$ cat src/rtl/arbitro_rr16_pkg.sv
// Shared definitions for the 16-way round-robin arbiter: FSM encoding, sizes and the search result type.
// No logic here; latency and backpressure live in the modules that import it.
package arbitro_rr16_pkg;

    localparam int N_SOLICITANTES = 16;
    localparam int ANCHO_INDICE   = 4;

    typedef enum logic {
        LIBRE   = 1'b0,
        OCUPADO = 1'b1
    } estado_t;

    typedef struct packed {
        logic                    hallado;
        logic [ANCHO_INDICE-1:0] indice;
    } ganador_t;

endpackage

$ cat src/rtl/arbitro_rr16_decodificador.sv
// 4-to-16 one-hot decoder with active-high enable; all outputs low when disabled.
// Purely combinational, zero latency; no flow control.
module Decodificador4a16 (
    input  logic [3:0]  Entrada,
    input  logic        Enable,
    output logic [15:0] Salida
);

    always_comb begin
        Salida = '0;
        if (Enable) begin
            Salida[Entrada] = 1'b1;
        end
    end

endmodule

$ cat src/rtl/arbitro_rr16.sv
// Round-robin arbiter for 16 requesters with a bounded hold time of MAX_CICLOS cycles per grant.
// Grant appears 1 cycle after request/release is sampled; no backpressure, requesters simply hold Solicitud.
module arbitro_rr16
    import arbitro_rr16_pkg::*;
#(
    parameter int MAX_CICLOS = 15
) (
    input  logic                      Reloj,
    input  logic                      Reset,
    input  logic [N_SOLICITANTES-1:0] Solicitud,
    input  logic                      Liberar,
    output logic [N_SOLICITANTES-1:0] Concesion,
    output logic [ANCHO_INDICE-1:0]   Indice,
    output logic                      Valido,
    output logic                      Expirado
);

    localparam logic [ANCHO_INDICE-1:0] ULTIMO_CICLO = ANCHO_INDICE'(MAX_CICLOS - 1);

    estado_t                 estado, estado_sig;
    logic [ANCHO_INDICE-1:0] puntero, puntero_sig;
    logic [ANCHO_INDICE-1:0] indice, indice_sig;
    logic [ANCHO_INDICE-1:0] contador, contador_sig;
    logic                    expirado, expirado_sig;

    ganador_t ganador;
    logic     voluntario;
    logic     agotado;

    // First requester at or after the pointer, wrapping modulo 16.
    function automatic ganador_t buscar_ganador(
        input logic [N_SOLICITANTES-1:0] sol,
        input logic [ANCHO_INDICE-1:0]   ptr
    );
        ganador_t                g;
        logic [ANCHO_INDICE-1:0] cand;
        g.hallado = 1'b0;
        g.indice  = '0;
        for (int k = 0; k < N_SOLICITANTES; k++) begin
            cand = ptr + ANCHO_INDICE'(k);
            if (!g.hallado && sol[cand]) begin
                g.hallado = 1'b1;
                g.indice  = cand;
            end
        end
        return g;
    endfunction

    always_ff @(posedge Reloj) begin
        if (Reset) begin
            estado   <= LIBRE;
            puntero  <= '0;
            indice   <= '0;
            contador <= '0;
            expirado <= 1'b0;
        end else begin
            estado   <= estado_sig;
            puntero  <= puntero_sig;
            indice   <= indice_sig;
            contador <= contador_sig;
            expirado <= expirado_sig;
        end
    end

    always_comb begin
        estado_sig   = estado;
        puntero_sig  = puntero;
        indice_sig   = indice;
        contador_sig = contador;
        expirado_sig = 1'b0;

        ganador    = buscar_ganador(Solicitud, puntero);
        voluntario = Liberar || !Solicitud[indice];
        agotado    = (contador == ULTIMO_CICLO);

        case (estado)
            LIBRE: begin
                if (ganador.hallado) begin
                    estado_sig   = OCUPADO;
                    indice_sig   = ganador.indice;
                    puntero_sig  = ganador.indice + 1'b1;
                    contador_sig = '0;
                end
            end
            OCUPADO: begin
                if (voluntario || agotado) begin
                    // A voluntary release in the same cycle masks the timeout pulse.
                    expirado_sig = agotado && !voluntario;
                    if (ganador.hallado) begin
                        indice_sig   = ganador.indice;
                        puntero_sig  = ganador.indice + 1'b1;
                        contador_sig = '0;
                    end else begin
                        estado_sig = LIBRE;
                    end
                end else begin
                    contador_sig = contador + 1'b1;
                end
            end
            default: estado_sig = LIBRE;
        endcase
    end

    assign Indice   = indice;
    assign Valido   = (estado == OCUPADO);
    assign Expirado = expirado;

    Decodificador4a16 U1 (
        .Entrada (indice),
        .Enable  (Valido),
        .Salida  (Concesion)
    );

endmodule

$ cat config.mk
export PLATFORM = sky130hd
export DESIGN_NAME = arbitro_rr16
export DESIGN_NICKNAME = d
export VERILOG_FILES = /design/src/rtl/arbitro_rr16_pkg.sv /design/src/rtl/arbitro_rr16_decodificador.sv /design/src/rtl/arbitro_rr16.sv
export SDC_FILE = /design/constraint.sdc
export NUM_CORES = 1
export LEC_CHECK = 0
export ABC_AREA = 1
export CORE_MARGIN = 2
export CORE_UTILIZATION = 60
export DETAILED_ROUTE_END_ITERATION = 10
export HOLD_SLACK_MARGIN = 0.03
export MAX_ROUTING_LAYER = met4
export PLACE_DENSITY = 0.87
export SLEW_MARGIN = 20
export SYNTH_ARGS = -nofsm -noshare
export SYNTH_HDL_FRONTEND = slang
export SYNTH_SLANG_ARGS = --single-unit
$ cat constraint.sdc
create_clock -name Reloj -period 5.76 [get_ports Reloj]
set_input_delay 0.576 -clock Reloj [delete_from_list [all_inputs] [get_ports Reloj]]
set_output_delay 0.576 -clock Reloj [all_outputs]
set_load 0.005 [all_outputs]
# Word-level counts from Yosys, hierarchy flattened

Index checks and enable logic that the tools add are counted.

$add $sub $neg: 17
$mul: 0
Div/mod/pow operators: 0
Magnitude comparators: 18
Equality and inequality tests: 2
Shift operators: 0
Mux-type cells: 65
Bitwise logic cells: 2
Reduce and logical (&&, ||, !) cells: 37

Operators by type and width:

| cell                                                               | number |
|---|---|
| less-than comparator 4 x 5 -> 1 bit (second input constant)        | 17 |
| two-way mux 5 bit                                                  | 16 |
| binary-select mux 1 bit (select 4 bit)                             | 17 |
| adder 4 bit (second input constant)                                | 8 |
| two-way mux 4 bit                                                  | 6 |
| one-hot mux 4 bit (2 select lines)                                 | 3 |
| two-way mux 1 bit                                                  | 20 |
| logical AND 1 bit                                                  | 17 |
| logical NOT 1 bit                                                  | 17 |
| adder 4 x 3 -> 4 bit (second input constant)                       | 4 |
| two-way mux 16 bit                                                 | 1 |
| adder 4 x 1 -> 4 bit (second input constant)                       | 3 |
| adder 4 x 2 -> 4 bit (second input constant)                       | 2 |
| demux 1 bit (select 4 bit)                                         | 1 |
| equality test 4 bit (second input constant)                        | 1 |
| greater-or-equal comparator 4 x 1 -> 1 bit (second input constant) | 1 |
| OR reduction 3 bit                                                 | 1 |
| logical OR 1 bit                                                   | 2 |
| != test 2 x 1 -> 1 bit (second input constant)                     | 1 |
| NOT 1 bit                                                          | 2 |
| one-hot mux 1 bit (2 select lines)                                 | 1 |

Bits in registers: 14
Bits in latches: 0
RAM bits: 0
Bits in read-only memories: 0
Input bits: 19
Output and inout bits: 22
Memories: 0

# Depth between registers and ports, before layout

Word-level depth: 52
Mapped depth: 27
Mapped depth without buffers: 25

# By module

Synthesis repeated with hierarchy kept, for this count alone.

Cell total of the unflattened synthesis: 490
Area, all modules: 2652.5 sq um

Modules (own cells, without submodules):

| module            | instances | cells an instance | area an instance (sq um) |
|---|---|---|---|
| arbitro_rr16      | 1         | 457               | 2512.4 |
| Decodificador4a16 | 1         | 33                | 140.1 |

# Worst setup path after synthesis

OpenSTA, ideal clock, no wires.

Path kind: reg-to-reg
Start point: register puntero[1]
End point: register puntero[2]
Library setup time: 0.113 ns
Arrival time: 3.437 ns
Required time: 5.647 ns
Slack: 2.210 ns
Stages on the path, launching flop included: 25
Path buffers: 2
Period minus slack after synthesis: 3.550 ns
Path through: dfxtp_1 inv_1 buf_4 ha_1 inv_1 buf_2 nand3_1 nand3_1 nand2_1 nand2_1 nand2_2 nor2_8 nand4_4 nor2_8 nand4_4 nor3_4 nand4_2 nor2_4 nand3_1 a21boi_2 ha_1 inv_1 o21ai_0 o21ai_1 inv_1

RTL lines:

| element                | RTL line           | source |
|---|---|---|
| start, declared        | arbitro_rr16.sv:21 | `logic [ANCHO_INDICE-1:0] puntero, puntero_sig;` |
| start signal, assigned | arbitro_rr16.sv:58 | `puntero <= puntero_sig;` |

==> results.py <==
metrics = {
    "route": {
        "drt_first_pass_iters": 6,
        "postRouteAntennaNets": 0,
        "drc_errors": 0,
        "wirelength_mm": 9.02,
        "dr.first_iter.drc_count": 500,
        "via_per_inst": 6.12,
        "route.detailed.wl_per_inst_microns": 15.9,
        "vias": 3484,
    },
    "sta": {
        "max_freq_mhz": 197,
        "slew_violations": 0,
        "rsz0062_at_grt": "no",
        "slew_headroom": 0.417,
        "fin_crit_sh": 0.882,
        "holdWs_ns": 0.473,
        "setup_viol": 0,
        "tns_ns": 0,
        "layout_min_cycle_time_ns": 5.08,
        "hold_viol_final": 0,
        "worst_slew_pin_slew_ns": 0.865,
        "fin_skew_ns": 0.00289,
    },
    "clock_tree": {
        "htreeDepth": 1,
        "cts_resized": 0,
        "max-clock-path-buffers": 2,
        "cts_root_buffer": "clkbuf_8",
        "post_cts.repair.setup_buffers": 0,
        "cts.sinks": 14,
        "cts_tree": "yes",
        "path_clk_slew_ns": 0.06,
        "cts_buffers": 3,
        "ctsHoldBuffers": 0,
        "clock_latency_ns": 0.25,
    },
    "floorplan": {
        "fp.dieW_microns": 71.4,
        "die_y_microns": 71.4,
        "boundaryPins": 41,
        "core.rowCount": 24,
        "die-area_sq_mm": 0.00510,
        "start_util": 0.627,
        "coreArea_sq_mm": 0.00435,
    },
    "logic_synthesis": {
        "synth_nets": 513,
        "synth_flop_cell": "dfxtp_1",
        "synth.yosys.seq_area_share": 0.103,
        "syn_area_per_cell_sq_um": 5.64,
        "syn_inst": 484,
        "synth.distinct_cells": 45,
        "synthTopCellsByArea": "nand3_1, nand2_1, dfxtp_1, nor2_1, inv_1",
        "synth_area_leader_cell": "nand3_1",
        "synth_top_area_frac": 0.200,
        "syn_area_sq_mm": 0.00273,
        "async_flop_share": 0,
        "ys_ff_latch": 14,
        "synth_edf_count": 0,
        "ys.warnings.count": 0,
    },
    "placed_design": {
        "io_buffers": 40,
        "placed_cell_area_sq_mm": 0.00311,
        "gp_congestion": 1.01,
        "dp_hpwl_mm": 6.93,
    },
    "finish": {
        "final_util": 0.726,
        "fin_area_sq_mm": 0.00316,
        "nFillCells": 382,
        "area_delta_synth_final_pct": 15.8,
        "num_antenna_cells": 0,
        "nets": 547,
        "drive_above_1_share": 0.0832,
    },
    "min_path": {
        "hp-class": "reg -> reg",
    },
    "worst_setup_path": {
        "critPathMaxFanout": 23,
        "endpoint_kind": "flop",
        "timing_worst_setup_path_type": "reg -> reg",
        "critPathArrivalTime_ns": 5.22,
        "critPathRequiredTime_ns": 5.89,
        "startpoint_type": "flop",
    },
    "global_route": {
        "track_usage": 0.366,
        "grt_overflow_total": 0,
        "antenna_found_initial": 0,
        "grt_max_degree": 24,
        "grt_pass1_wl_mm": 14.6,
        "grt_pass1_vias": 3125,
    },
    "outcome": {
        "outcome": "finished clean",
    },
    "flow_run": {
        "drv_cap": 0,
    },
}
## final timing paths
check / cells past startpoint / slack [ns] / endpoint / start
max reg2reg: 22 / 0.68 / puntero[2]$_SDFFE_PP0P_ / puntero[0]$_SDFFE_PP0P_
min: 2 / 0.47 / Expirado$_SDFF_PP0_ / contador[3]$_SDFF_PP0_
min reg2reg: 2 / 0.47 / Expirado$_SDFF_PP0_ / contador[3]$_SDFF_PP0_
max: 22 / 0.68 / puntero[2]$_SDFFE_PP0P_ / puntero[0]$_SDFFE_PP0P_
## layer usage
layer	track usage	vias up	wire length, microns
li1	-	1671	-
met1	0.472	1562	3620
met2	0.585	222	4260
met3	0.0619	29	939
met4	0.117	0	204
met5	-	-	0
## critical path, stage by stage, from the launching register on
cell      delay [ns]
dfxtp_1         0.81
inv_2           0.34
ha_1            0.57
inv_1           0.42
nand3_1         0.17
nand3_1         0.11
nand2_1         0.07
nand2_1         0.10
nand2_2         0.13
nor2_8          0.16
nand4_4         0.15
nor2_8          0.18
nand4_4         0.14
nor3_4          0.25
nand4_2         0.19
nor2_4          0.21
nand3_1         0.13
a21boi_2        0.21
ha_1            0.18
inv_1           0.05
o21ai_0         0.10
o21ai_1         0.20
inv_1           0.07
## cells in the final DEF (no fill, tap or decap), types with 4 or more instances in the layout
cell             Yosys  layout
inv_1               48      48
nand2_1            140     140
clkbuf_8             0       4
nor2_1              51      51
nand2_2              5       5
nand3_1            109     109
a31oi_1              5       5
a22oi_1              4       4
o21ai_0              9       9
a21oi_1             11      11
clkdlybuf4s50_1      0      40
nor2_4               4       4
nand4_1             12      12
inv_2                6       6
dfxtp_1             14      14
ha_1                10      10
## cells in the mapped netlist (2+ instances only)
cell	count
a21oi_1	11
a22oi_1	4
a31oi_1	5
and2_1	3
buf_2	5
buf_4	2
buf_6	6
dfxtp_1	14
ha_1	10
inv_1	48
inv_2	6
nand2_1	140
nand2_2	5
nand3_1	109
nand3b_1	2
nand4_1	12
nand4_2	2
nand4_4	2
nor2_1	51
nor2_2	3
nor2_4	4
nor2_8	2
nor3_1	3
o21ai_0	9
o21ai_1	3
xor2_1	3
xor2_2	2
## through the flow
| stage | std cells | setup slack, ns |
|---|---|---|
| 5_1_grt | 569 | 0.337 |
| 6_report | 569 | 0.678 |
| 3_5_place_dp | 565 | 0.995 |
| 3_3_place_gp | 565 | 1.21 |
| 2_1_floorplan | 484 | 2.21 |
| 4_1_cts | 569 | 0.844 |
## cell families after synthesis
logic type / share of synthesized area
AND/OR/NAND/NOR: 0.604
buffers and inverters: 0.117
AO/OA/AOI/OAI: 0.0954
flip-flops: 0.103
adder cells (fa/ha/maj): 0.0459
XOR/XNOR: 0.0348
## registers in the layout (all words and copies together), names as in the netlist
name,flops
Indice,4
contador,4
puntero,4
Expirado,1
Valido,1
## final cells by class
class                           instances  area (sq um)  area share
Clock buffer                            4          55.1      0.0174
Tap cell                               52          65.1      0.0206
Timing Repair Buffer                   43           423       0.134
Multi-Input combinational cell        401          2130       0.673
Sequential cell                        14           280      0.0887
Inverter                               55           209      0.0661
Power is left out: the tool's default activity adds up to more than one toggle a clock period on the data nets, which glitch-free logic cannot reach.
